`config.mk`:
```
export PLATFORM = sky130hd
export DESIGN_NAME = uart_param_loader
export DESIGN_NICKNAME = d
export VERILOG_FILES = /design/src/rtl/uart_param_loader.sv
export SDC_FILE = /design/constraint.sdc
export NUM_CORES = 1
export LEC_CHECK = 0
export ABC_AREA = 0
export CAP_MARGIN = 40
export CORE_ASPECT_RATIO = 1.4
export CORE_UTILIZATION = 50
export CTS_CLUSTER_DIAMETER = 150
export CTS_CLUSTER_SIZE = 8
export DETAILED_ROUTE_END_ITERATION = 7
export GPL_TIMING_DRIVEN = 0
export PLACE_DENSITY_LB_ADDON = 0.15
export SYNTH_ARGS = -nofsm -noshare
export SYNTH_HDL_FRONTEND = slang
export SYNTH_SLANG_ARGS = --single-unit
```
`constraint.sdc`:
```
create_clock -name clk -period 15.7 [get_ports clk]
set_input_delay 3.14 -clock clk [delete_from_list [all_inputs] [get_ports clk]]
set_output_delay 3.14 -clock clk [all_outputs]
set_load 0.01 [all_outputs]
```
`src/rtl/uart_param_loader.sv`:
```
// Frames sync-delimited, XOR-checked parameter blocks from a UART byte stream.
// Publishes the payload only for complete frames with a good checksum.
module uart_param_loader #(
  parameter int         PARAM_BYTES    = 26,
  parameter logic [7:0] SYNC_BYTE      = 8'hA5,
  parameter int         TIMEOUT_CYCLES = 100000
) (
  input  logic                       clk,
  input  logic                       reset,
  input  logic [7:0]                 rx_data,
  input  logic                       rx_valid,
  output logic [8*PARAM_BYTES-1:0]   params,
  output logic                       params_ready,
  output logic                       csum_error,
  output logic                       timeout_error,
  output logic                       busy
);

  localparam int W  = 8*PARAM_BYTES;
  localparam int CW = $clog2(PARAM_BYTES+1);
  localparam int TW = $clog2(TIMEOUT_CYCLES);

  typedef enum logic [1:0] {
    IDLE,
    PAYLOAD,
    CHECK
  } state_t;

  state_t        state;
  logic [W-1:0]  shadow;
  logic [CW-1:0] byte_cnt;
  logic [7:0]    csum;
  logic [TW-1:0] timer;

  logic [W+7:0]  shadow_shift;
  logic          timer_exp;

  assign shadow_shift = {shadow, rx_data};
  assign timer_exp    = (timer == TW'(TIMEOUT_CYCLES-1));

  always_ff @(posedge clk or posedge reset) begin
    if (reset) begin
      state         <= IDLE;
      shadow        <= '0;
      byte_cnt      <= '0;
      csum          <= '0;
      timer         <= '0;
      params        <= '0;
      params_ready  <= 1'b0;
      csum_error    <= 1'b0;
      timeout_error <= 1'b0;
      busy          <= 1'b0;
    end else begin
      params_ready  <= 1'b0;
      csum_error    <= 1'b0;
      timeout_error <= 1'b0;
      unique case (state)
        IDLE: begin
          if (rx_valid && rx_data == SYNC_BYTE) begin
            state    <= PAYLOAD;
            byte_cnt <= '0;
            csum     <= '0;
            timer    <= '0;
            busy     <= 1'b1;
          end
        end
        PAYLOAD: begin
          if (rx_valid) begin
            shadow <= shadow_shift[W-1:0];
            csum   <= csum ^ rx_data;
            timer  <= '0;
            if (byte_cnt == CW'(PARAM_BYTES-1))
              state <= CHECK;
            else
              byte_cnt <= byte_cnt + CW'(1);
          end else if (timer_exp) begin
            timeout_error <= 1'b1;
            state         <= IDLE;
            busy          <= 1'b0;
          end else begin
            timer <= timer + TW'(1);
          end
        end
        CHECK: begin
          if (rx_valid) begin
            if (rx_data == csum) begin
              params       <= shadow;
              params_ready <= 1'b1;
            end else begin
              csum_error <= 1'b1;
            end
            state <= IDLE;
            busy  <= 1'b0;
            timer <= '0;
          end else if (timer_exp) begin
            timeout_error <= 1'b1;
            state         <= IDLE;
            busy          <= 1'b0;
          end else begin
            timer <= timer + TW'(1);
          end
        end
        default: begin
          state <= IDLE;
          busy  <= 1'b0;
        end
      endcase
    end
  end

endmodule

```
==> metrics.log <==
[metrics] Rows: 80
[metrics] drt first-iter violations: 576
[metrics] most used routing layer in global routing: met2
[metrics] met1 usage: 0.2609
[metrics] first-pass GRT wire length: 65730 um
[metrics] dominant cell type by count on the critical path: sky130_fd_sc_hd__buf_4
[metrics] number of gates resized after CTS: 0
[metrics] fin nets: 1885
[metrics] critical path data arrival time: approximately 5.6 ns
[metrics] Detail Placement HPWL: 28130 um
[metrics] adder and majority gate portion of the synthesized area: 0.004998
[metrics] Setup Fix Bufs, Post-CTS: 0
[metrics] largest vdd supply drop: 0.0001058 V
[metrics] number of max-slew violations in the final report: 0
[metrics] count of filler cells inserted in the layout: 2733
[metrics] number of flip-flops and latches in the synthesized netlist: ~450
[metrics] clock buffers created by TritonCTS: 66
[metrics] Synth Area per Inst: 11.21 sq um
[metrics] CTS Hold Buffers Added: 0
[metrics] floorplan die width: 160.2 um
[metrics] power consumption: 3021 uW
[metrics] via/cell ratio: 5.120
[metrics] XOR/XNOR Fraction of Synth Area: 0.005497
[metrics] area of the core: 34330 sq um
[metrics] routing usage on met3: 0.05875
[metrics] Global Route Usage Sum: 0.2324
[metrics] highest achievable clock rate: 191.7 MHz
[metrics] commonest cells after routing, fill and taps aside: 649 x sky130_fd_sc_hd__nand2_1, 452 x sky130_fd_sc_hd__dfrtp_1, 222 x sky130_fd_sc_hd__clkdlybuf4s50_1
[metrics] Syn Nets: 1582
[metrics] maximum count of clock buffers along a single path: 3
[metrics] netlist area before placement: 17530 sq um
[metrics] Pre-Repair DR Iteration Count: 5
[metrics] Clock Latency Late Sink: 0.55 ns
[metrics] required arrival time at the worst endpoint: 16.12 ns
[metrics] total global routing overflow: 0
[metrics] area share of and/or/nand/nor cells after synthesis: 0.1641
[metrics] count of inserted antenna diode cells: 0
[metrics] placed instance count: 2250
[metrics] die boundary height: 223.5 um
[metrics] via count of the first global-routing pass: 12530
[metrics] number of standard cells in the layout, taps in and fillers out: 2324
[metrics] routability congestion estimate: ~0.80
[metrics] startpoint types: primary input
[metrics] maximum fanout encountered on the critical timing path: 10
[metrics] most common cell after layout, fill and taps aside: sky130_fd_sc_hd__nand2_1
[metrics] Crit Path Category: in2reg
[metrics] H-tree level count: 3
[metrics] maximum number of pins on one net before global-route repair: 41
[metrics] clock root buffer: sky130_fd_sc_hd__clkbuf_16
[metrics] synthesis-to-layout area growth: 27.69%
[metrics] relative max-transition margin: 0.3756
[metrics] CP max stage cell: sky130_fd_sc_hd__clkdlybuf4s50_1
[metrics] maximum single-stage delay on the critical path: around 0.65 ns
[metrics] routed length per placed instance: 17.15 um
[metrics] final number of setup-violating endpoints: 0
[metrics] final antenna-violating net count: 0
[metrics] Post-synth EDFFs: 0
[metrics] Period Utilization, post-route: 0.3322
[metrics] Ys Warns: 0
[metrics] setup repair after global routing missed its margin: false
[metrics] register area share after synthesis: 0.6454
[metrics] total wire length: 39860 um
[metrics] CP Capture Type: flip-flop
[metrics] clock edge transition at the registers on the reported setup and hold paths: approximately 0.05 ns
[metrics] CTS tree: done
[metrics] post-route setup TNS: 0 ns
[metrics] power per cell area: 135.0 nW/um^2
[metrics] count of buffers inserted at the top-level ports: 222
[metrics] result of the run: complete, no violations
[metrics] starting density of the core: 0.5105
[metrics] Distinct cells, synth: 48
[metrics] routing usage on met2: 0.4215
[metrics] fraction of layout instances using a drive strength above 1: 0.1762
[metrics] initial antenna violation count: 0
[metrics] max-cap check violation count: 0
[metrics] combinational family with the most area after synthesis: simple AND/OR/NAND/NOR gates
[metrics] largest clock skew in the final design: around 0.011 ns
[metrics] Hold Fails Final Rpt: 0
[metrics] Tightest Pin Transition: 0.9280 ns
[metrics] share of async-settable or async-resettable flops after synthesis: 1.000
[metrics] static power due to leakage: 0.01142 uW
[metrics] proportion of synthesized area in mux cells: 0.1349
[metrics] Die Footprint: 35810 sq um
[metrics] total via count in the routed design: 11900
[metrics] number of placed I/O pins: about 220
[metrics] complex-gate fraction of the synthesized area: 0.02363
[metrics] Critical Path, Cell by Cell: clkdlybuf4s50_1 -> xnor2_1 -> nand4_1 -> nor3_1 -> buf_2 -> buf_4 -> buf_4 -> mux2_1
[metrics] most used flip-flop cell after synthesis: sky130_fd_sc_hd__dfrtp_1
[metrics] min cycle time layout: around 5.2 ns
[metrics] DRC violations left: 0
[metrics] class of the most critical hold timing path: reg2reg
[metrics] Post-Syn Instances: about 1600
[metrics] clock tree sinks: 452
## kinds of logic (layout without fill, tap and decap cells)
logic type	after synthesis	count (layout)
and+or+nand+nor	724	724
DFF	452	452
muxes	210	210
buffers and inverters	90	399
AOI/OAI and AO/OA	70	70
xor gates and xnor gates	11	11
adders and majority gates	7	7
## final cells by class
class                      count  area [sq um]  share of cell area
clock inverter                 6         92.59            0.004138
inverter                      11         45.04            0.002013
tap                          451         564.3             0.02522
sequential                   452         11310              0.5054
clock buffer                  68          1702             0.07604
multi-input combinational   1022          5837              0.2608
timing repair buffer         235          2490              0.1113
buffer                        79         336.6             0.01504
## cells in the mapped netlist (7+ instances only)
library cell | instances | area share
sky130_fd_sc_hd__a21oi_1 | 12 | 0.0034
sky130_fd_sc_hd__dfrtp_1 | 452 | 0.65
sky130_fd_sc_hd__nand3_1 | 10 | 0.0029
sky130_fd_sc_hd__clkbuf_1 | 50 | 0.011
sky130_fd_sc_hd__mux2_2 | 204 | 0.13
sky130_fd_sc_hd__xnor2_1 | 11 | 0.0055
sky130_fd_sc_hd__buf_2 | 26 | 0.0074
sky130_fd_sc_hd__nand4_1 | 8 | 0.0029
sky130_fd_sc_hd__inv_1 | 11 | 0.0024
sky130_fd_sc_hd__nand2_1 | 649 | 0.14
sky130_fd_sc_hd__nor2_1 | 24 | 0.0051
sky130_fd_sc_hd__o21ai_0 | 36 | 0.010
sky130_fd_sc_hd__ha_1 | 7 | 0.0050
## registers in the layout, indices dropped and copies added (netlist names)
register / cells
state: 2
shadow: 208
busy: 1
timer: 17
timeout_error: 1
csum: 8
byte_cnt: 5
params: 208
csum_error: 1
params_ready: 1
## power by group
group,switching (uW),internal [uW],leakage [uW]
Combinational,261,119,0.00429
Sequential,102,1280,0.00625
Clock,476,779,0.000882
Total,839,2180,0.0114
## worst max-delay path, delay by kind of cell
| family | cells | cell delay, ns |
|---|---|---|
| xor+xnor | 1 | 0.17 |
| buf+inv | 4 | 1.53 |
| simple gates | 2 | 0.42 |
| mux | 1 | 0.36 |
## final timing paths
check / endpoint / start / cells after the start / slack [ns]
worst min-delay path: shadow[200]$_DFFE_PP0P_ / shadow[200]$_DFFE_PP0P_ / 2 / 0.47
min in group asynchronous: shadow[206]$_DFFE_PP0P_ / reset / 2 / 2.97
worst min register to register: shadow[200]$_DFFE_PP0P_ / shadow[200]$_DFFE_PP0P_ / 2 / 0.47
worst max register to register: shadow[203]$_DFFE_PP0P_ / state[1]$_DFFE_PP0P_ / 8 / 13.17
max in group asynchronous: params[72]$_DFFE_PP0P_ / reset / 7 / 11.15
worst max-delay path: params[202]$_DFFE_PP0P_ / rx_data[6] / 8 / 10.48
## metal layers
| metal | share of wire | vias up |
|---|---|---|
| met5 | 0 | - |
| met4 | 0.026 | 0 |
| met3 | 0.059 | 65 |
| met2 | 0.53 | 296 |
| met1 | 0.39 | 5885 |
| li1 | - | 5653 |
## through the flow
step / utilization / setup WS [ns] / hold WS (ns) / cell area, sq um
floorplan: - / 6.447 / 0.4382 / 17530
global route: 0.6518 / 10.44 / 0.4975 / 22380
CTS: 0.6518 / 10.51 / 0.4712 / 22380
detailed placement: 0.5995 / 9.962 / 0.4593 / 20580
finish: 0.6518 / 10.48 / 0.4708 / 22380
global placement: 0.5917 / 3.710 / 0.4540 / 20320
Note: power is estimated with default switching activity, not from simulation.
==> RTL edit (config.mk and constraints unchanged) <==
Change the parameter `TIMEOUT_CYCLES` from 100000 to 200000.
--- a/src/rtl/uart_param_loader.sv
+++ b/src/rtl/uart_param_loader.sv
@@ -5,3 +5,3 @@
   parameter logic [7:0] SYNC_BYTE      = 8'hA5,
-  parameter int         TIMEOUT_CYCLES = 100000
+  parameter int         TIMEOUT_CYCLES = 200000
 ) (
Function: same outputs for any inputs over 4 cycles, from zero or initial values and one cycle with reset high; that may be too few to reach the edited logic, so the function may still have changed.
==> RTL edit against the unedited design <==
  * Worst setup slack improved by 83 ps
  * Count of clock-buffer cells in the layout did not move
  * Cell count rose by 0.90%
  * Sequential cell count rose by 1
  * Register-to-register slack got worse by 100 ps
  * Global-route usage rose by 0.070 points
  * First-iteration DRC count rose by 3.0%
  * Utilization fell by 0.63 points
  * Worst hold slack improved by 2.4 ps
  * Wire length rose by 0.74%
  * Power rose by 1.9%
  * Final area rose by 0.56%
  * Area after synthesis rose by 0.96%
  * Critical path type unchanged
  * Largest power group unchanged
  * Highest routed layer unchanged
==> RTL edit: results (changes against the unedited design) <==
run status=complete, no violations (unchanged); WHS Endpoint=shadow[207] (was shadow[200]); Final Skew=21.0 ps (was 10.9 ps); GR Util met1=27.3% (was 26.1%); placed instance area=20700 um2 (was 20600 um2); vias in the first global route=12700 (was 12500); Cells after DPL=2271 (was 2250); # fillers=2738 (was 2733); Iter 0 DRT Violations=593 (was 576); Clock Latency Late Sink=570 ps (was 550 ps); Worst Reg-to-Reg Cells=9 (was 8); Yosys top cell area share=64.1% (was 64.5%); most frequent cells after synthesis=nand2_1, dfrtp_1, mux2_2 (unchanged); met2 GRT Util=41.6% (was 42.1%); layout cells sized above 1=17.5% (was 17.6%); met3 Use GR=4.57% (was 5.87%); Final GP Congestion=0.829 (was 0.798); worst reg2reg setup slack=13070 ps (was 13170 ps); wire length on met2=21100 um (about the same); P_int=2.20 mW (was 2.18 mW); Area contributors post-synth=dfrtp_1, nand2_1, mux2_2 (unchanged); Worst Setup SP=rx_valid (was rx_data[6]); drt wl/cell=17.1 um (was 17.2 um); critical path arrival=5630 ps (was 5640 ps); reg2reg end=shadow[134] (was shadow[203]); Metal-1 WL=16100 um (was 15400 um); Vias per Instance=5.14 (was 5.12); Hold Path Origin=shadow[207] (was shadow[200]); maximum VDD drop=0.0000870 V (was 0.000106 V); global-route wire length before repair=66200 um (was 65700 um); dpl ws=9970 ps (was 9960 ps); Final HPWL DP=28400 um (was 28100 um); via count=12100 (was 11900); hold slack=473 ps (was 471 ps); total track usage=23.3% (was 23.2%); Leak Pwr=11.4 nW (about the same); nets@finish=1901 (was 1885)
RTL edit: tightest hold or removal path: stages (launching register included):
cell and delay (ps):
dfrtp_1 340, nand2_1 50, nand2_1 60
RTL edit: cells by family after synthesis:
group,after synthesis,share of synthesized area (%)
compound gates,75,2.63
xor+xnor,10,0.495
fa+ha+maj,7,0.495
buf+inv,90,2.38
flops,453,64.1
mux,209,13.3
simple gates,737,16.6
RTL edit: final cells by class:
cell class,instances,area share (%)
plain buffers,80,1.71
clock buffers,68,7.56
clock inverters,6,0.317
inverters,10,0.183
multi-input cells,1038,26.4
flip-flops and latches,453,50.4
well taps,456,2.54
repair buffers,234,10.9
RTL edit: power groups by stage:
stage          logic [mW]  registers, mW  clock network, mW
2_1_floorplan       0.301           1.40                  0
3_3_place_gp        0.396           1.44                  0
3_5_place_dp        0.420           1.44                  0
4_1_cts             0.423           1.43               1.27
5_1_grt             0.476           1.45               1.31
6_report            0.416           1.43               1.24
